## src/rtl/hyst_argmax.sv

```systemverilog
// hyst_argmax: N-channel hysteresis winner tracker.
// A challenger replaces the current winner only after beating it by more
// than TH LSBs on DWELL consecutive valid samples (invalid cycles in between
// are ignored). Optional switch statistics counter: HYST_ARGMAX_STATS_EN.
module hyst_argmax #(
    parameter int N       = 4,
    parameter int WIDTH   = 8,
    parameter int TH      = 10,
    parameter int DWELL   = 3,
    parameter int RST_IDX = 0
) (
    input  logic                   clk,
    input  logic                   rst,
    input  logic                   in_valid,
    input  logic [N*WIDTH-1:0]     ts_flat,
    output logic [$clog2(N)-1:0]   win_idx,
    output logic                   switch_pulse,
    output logic                   pending
`ifdef HYST_ARGMAX_STATS_EN
    ,
    output logic [15:0]            switch_cnt
`endif
);

    localparam int IW = $clog2(N);
    localparam logic [WIDTH:0]  TH_W    = (WIDTH+1)'(TH);
    localparam logic [7:0]      DWELL_W = 8'(DWELL);
    localparam logic [IW-1:0]   RST_W   = IW'(RST_IDX);

    typedef enum logic {HOLD, PEND} state_t;

    state_t                 state_q, state_d;
    logic [IW-1:0]          win_d;
    logic [IW-1:0]          cand_q, cand_d;
    logic [7:0]             cnt_q, cnt_d, cnt_new;
    logic                   pulse_d;

    logic [WIDTH-1:0]       ts [N];
    logic [WIDTH:0]         thr;
    logic                   found;
    logic [IW-1:0]          best_idx;
    logic [WIDTH-1:0]       best_val;

    // Saturating increment for the 16-bit statistics counter.
    function automatic logic [15:0] sat_inc16(input logic [15:0] v);
        return (v == 16'hFFFF) ? v : v + 16'd1;
    endfunction

    for (genvar g = 0; g < N; g++) begin : g_unpack
        assign ts[g] = ts_flat[g*WIDTH +: WIDTH];
    end

    // Strongest qualifying challenger; the threshold sum is one bit wider so
    // a winner near full scale cannot be overtaken through wraparound.
    always_comb begin
        thr      = {1'b0, ts[win_idx]} + TH_W;
        found    = 1'b0;
        best_idx = '0;
        best_val = '0;
        for (int c = 0; c < N; c++) begin
            if (c != int'(win_idx) && {1'b0, ts[c]} > thr &&
                (!found || ts[c] > best_val)) begin
                found    = 1'b1;
                best_idx = IW'(c);
                best_val = ts[c];
            end
        end
    end

    // Next-state and dwell bookkeeping; every variable defaults to a hold.
    always_comb begin
        state_d = state_q;
        win_d   = win_idx;
        cand_d  = cand_q;
        cnt_d   = cnt_q;
        cnt_new = 8'd1;
        pulse_d = 1'b0;
        if (in_valid) begin
            if (!found) begin
                state_d = HOLD;
                cnt_d   = 8'd0;
            end else begin
                // Same candidate as last time extends the run, else restart.
                if (state_q == PEND && best_idx == cand_q)
                    cnt_new = cnt_q + 8'd1;
                cand_d = best_idx;
                if (cnt_new == DWELL_W) begin
                    win_d   = best_idx;
                    pulse_d = 1'b1;
                    cnt_d   = 8'd0;
                    state_d = HOLD;
                end else begin
                    cnt_d   = cnt_new;
                    state_d = PEND;
                end
            end
        end
    end

    // State register.
    always_ff @(posedge clk) begin
        if (rst) state_q <= HOLD;
        else     state_q <= state_d;
    end

    // Winner, candidate, dwell count and switch pulse registers.
    always_ff @(posedge clk) begin
        if (rst) begin
            win_idx      <= RST_W;
            cand_q       <= '0;
            cnt_q        <= 8'd0;
            switch_pulse <= 1'b0;
        end else begin
            win_idx      <= win_d;
            cand_q       <= cand_d;
            cnt_q        <= cnt_d;
            switch_pulse <= pulse_d;
        end
    end

    assign pending = (state_q == PEND);

`ifdef HYST_ARGMAX_STATS_EN
    // Count winner changes, saturating at full scale.
    always_ff @(posedge clk) begin
        if (rst)          switch_cnt <= 16'd0;
        else if (pulse_d) switch_cnt <= sat_inc16(switch_cnt);
    end
`else
    // Statistics counter not built; sat_inc16 is left unused.
`endif

endmodule
```

## config.mk

```make
export PLATFORM = sky130hd
export DESIGN_NAME = hyst_argmax
export DESIGN_NICKNAME = d
export VERILOG_FILES = /design/src/rtl/hyst_argmax.sv
export SDC_FILE = /design/constraint.sdc
export NUM_CORES = 1
export LEC_CHECK = 0
export ABC_AREA = 1
export CAP_MARGIN = 25
export CELL_PAD_IN_SITES_DETAIL_PLACEMENT = 1
export CELL_PAD_IN_SITES_GLOBAL_PLACEMENT = 1
export CORE_ASPECT_RATIO = 0.75
export CORE_MARGIN = 2
export CORE_UTILIZATION = 40
export CTS_BUF_LIST = sky130_fd_sc_hd__clkbuf_2 sky130_fd_sc_hd__clkbuf_4 sky130_fd_sc_hd__clkbuf_8
export DETAILED_ROUTE_END_ITERATION = 10
export PLACE_DENSITY_LB_ADDON = 0.1
export SLEW_MARGIN = 20
export SYNTH_ARGS = -nofsm -noshare
export SYNTH_HDL_FRONTEND = slang
export SYNTH_SLANG_ARGS = --single-unit
```

## constraint.sdc

```tcl
create_clock -name clk -period 9.1 [get_ports clk]
set_input_delay 1.82 -clock clk [delete_from_list [all_inputs] [get_ports clk]]
set_output_delay 1.82 -clock clk [all_outputs]
set_load 0.01 [all_outputs]
```

==> flow_summary_export.csv <==
group,metric,value,unit
outcome,status,"completed",
power_and_ir_drop,switching_power,0.207,mW
logic_synthesis,synth_cells,427,
critical_path,path_class,"input pin to flop",
cells_and_area,n_antenna_cell,0,
place,dp_hpwl,8.44,mm
grt,antenna_found_initial,0,
cts,clk_latency,250,ps
cts,clock_sinks,14,
grt,grt_max_degree,21,
cts,numCtsBuffers,3,
detailed_routing,dr.pass1.iters,4,
flow_run,maxCapViolCount,0,
timing,finalCriticalPeriod,9040,ps
logic_synthesis,synth.net_count,516,
cells_and_area,finish.instance_area,0.00381,mm2
power_and_ir_drop,pwr-share-comb,0.713,
logic_synthesis,async_flop_share,0,
floorplanning,rows,26,
power_and_ir_drop,switching_share,0.491,
timing,tightest_slew,695,ps
timing,final_hold_viol_count,0,
critical_path,cp.required,9220,ps
place,placed_cell_area,0.00339,mm2
grt,grt_pass1_wl,16.3,mm
critical_path,critPathMaxFanout,8,
floorplanning,die_w,100,um
cts,clkTransAtPathRegs,60,ps
logic_synthesis,avgSynthCellArea,6.48,um2
detailed_routing,drc,0,
power_and_ir_drop,clkPwrFrac,0.126,
detailed_routing,wl,11.2,mm
floorplanning,dieArea,0.00761,mm2
floorplanning,start_util,0.409,
place,io_buffers,38,
cells_and_area,area_delta_synth_final,37.5,%
logic_synthesis,synth_edf_count,0,
place,place.gp.congestion,0.899,
grt,grt_usage,0.270,
timing,worst_slack,56.9,ps
floorplanning,core_area,0.00677,mm2
power_and_ir_drop,internal-power,0.215,mW
power_and_ir_drop,peakVddDrop,0.0599,mV
logic_synthesis,yosysUniqueCellTypes,40,
worst_hold_path,hold_path_class,"flop to flop",
timing,final-setup-viol-count,0,
detailed_routing,drt_iter0_markers,197,
floorplanning,die_y,76.1,um
worst_hold_path,hold_depth,2,
timing,relSlewSlack,0.536,
logic_synthesis,synth-main-ff-cell,"dfxtp_1",
detailed_routing,via_per_inst,5.69,
critical_path,r2r_cells,51,
timing,fmax,0.111,GHz
power_and_ir_drop,p_leak,1.86,nW
cts,htree_levels,1,
critical_path,slowest_delay,500,ps
cts,cts_buffer_depth,2,
cells_and_area,final_util,0.563,
cells_and_area,drive_gt1_frac,0.262,
logic_synthesis,ys_seq_area_frac,0.101,
power_and_ir_drop,power_frac_seq,0.161,
critical_path,worst_setup_path_end_kind,"flop",
timing,fin_skew,1.10,ps
logic_synthesis,yosys_warnings,0,
grt,grt_pass1_vias,3164,
detailed_routing,vias,3308,
detailed_routing,final_antenna_net_count,0,
detailed_routing,post_drt_wl_per_cell,19.4,um
logic_synthesis,synth_area,0.00277,mm2
critical_path,worstSetupStartpointType,"input pin",
cells_and_area,stdcell_count,581,
critical_path,cpMostUsedCell,"nand2_1",
place,dp_cells,566,
cts,cts_tree,"done",
cts,root_buffer,"clkbuf_8",
critical_path,cp.arrival,9160,ps
logic_synthesis,ys_seq_elements,14,
timing,maxSlewViolCount,0,
place,pre_cts_slack,-485,ps
grt,grt_remaining_overflow,0,
cells_and_area,nets,588,
floorplanning,io_pins,39,
critical_path,slowest_stage,"clkdlybuf4s50_1",
power_and_ir_drop,total_power,0.422,mW
timing,fin_crit_sh,0.994,
power_and_ir_drop,power-per-cell-area,111,mW/mm2
[synth_stat cells, types with 3 or more instances]
master      n  area, um2
nand2_2    12       75.1
nor2_1     14       52.6
nand4_1    13       81.3
nand2_4     4       45.0
nand2_1   123        462
dfxtp_1    14        280
ha_1       54        676
nand3_1    31        155
xor2_1      7       61.3
inv_1      40        150
o21ai_0    26        130
o221ai_1    6       52.6
inv_2       9       33.8
clkbuf_1    3       11.3
nand3b_1    4       30.0
xnor2_1     3       26.3
a21oi_1    31        155
nor2_2      6       37.5
[stage by stage]
step / hold slack, ps / TNS [ps]
finish: 481 / 0
global route: 530 / -2280
CTS: 490 / 0
detailed placement: 482 / -2850
global placement: 475 / -691
floorplan: 457 / 0
[kinds of logic (layout without fill, tap and decap cells)]
group                    after synthesis  after routing  synth area share
AND/OR/NAND/NOR                      218            219             0.383
AO/OA/AOI/OAI                         74             74             0.155
buffers and inverters                 57            126            0.0845
adder cells (fa/ha/maj)               54             54             0.244
flip-flops                            14             14             0.101
XOR/XNOR                              10             10            0.0316
[cell type report]
type / instances / area, um2
fillers: 882 / 2960
multi-input cells: 357 / 2520
repair buffers: 73 / 667
flip-flops and latches: 14 / 280
inverters: 50 / 190
well taps: 84 / 105
clock buffers: 3 / 41.3
[state kept, by name, indices dropped and copies added, names as in the netlist]
signal,flops
cnt_q,8
cand_q,2
win_idx,2
pending,1
switch_pulse,1
[what timing repair did]
item / in CTS / in global routing
setup endpoints to repair: 6 / 12
setup buffers: 0 / 11
cloned: 0 / 1
resized for setup: 9 / 68
pin swaps: 0 / 31
hold buffers: 0 / 0
[path summary, 6_finish.rpt]
check / start / end / slack [ps]
setup / recovery: ts_flat[28] / win_idx[0]$_SDFFE_PP0P_ / 60
hold / removal: cnt_q[7]$_SDFFE_PP0P_ / cnt_q[7]$_SDFFE_PP0P_ / 480
setup reg to reg: win_idx[1]$_SDFFE_PP0P_ / win_idx[0]$_SDFFE_PP0P_ / 1030
hold reg to reg: cnt_q[7]$_SDFFE_PP0P_ / cnt_q[7]$_SDFFE_PP0P_ / 480
[cell usage in the layout (no fill, tap or decap), drive strengths merged, types with 7 or more instances in the layout]
cell type | Yosys | layout
nand2 | 139 | 140
ha | 54 | 54
inv | 49 | 49
clkdlybuf4s50 | 0 | 35
buf | 4 | 35
nand3 | 34 | 34
a21oi | 31 | 31
o21ai | 26 | 26
nor2 | 23 | 23
dfxtp | 14 | 14
nand4 | 13 | 13
xor2 | 7 | 7
[routing by layer]
metal | part of all wire | vias up | global-route usage
li1 | - | 1604 | -
met1 | 0.49 | 1582 | 0.425
met2 | 0.44 | 108 | 0.407
met3 | 0.061 | 14 | 0.0330
met4 | 0.010 | 0 | 0.0192
met5 | 0 | - | 0
[power by group through the flow]
stage | Sequential (mW) | Combinational, mW | Clock (mW)
2_1_floorplan | 0.0679 | 0.158 | 0
3_3_place_gp | 0.0688 | 0.225 | 0
3_5_place_dp | 0.0688 | 0.235 | 0
4_1_cts | 0.0676 | 0.241 | 0.0531
5_1_grt | 0.0685 | 0.329 | 0.0561
6_report | 0.0681 | 0.301 | 0.0532
[critical path, delay by kind of cell]
family / cells / cell delay, ps
AOI/OAI and AO/OA: 9 / 1560
xor gates and xnor gates: 1 / 140
buffers and inverters: 7 / 1160
adders and majority gates: 4 / 1280
and+or+nand+nor: 27 / 3170
(Power assumes the default switching activity.)
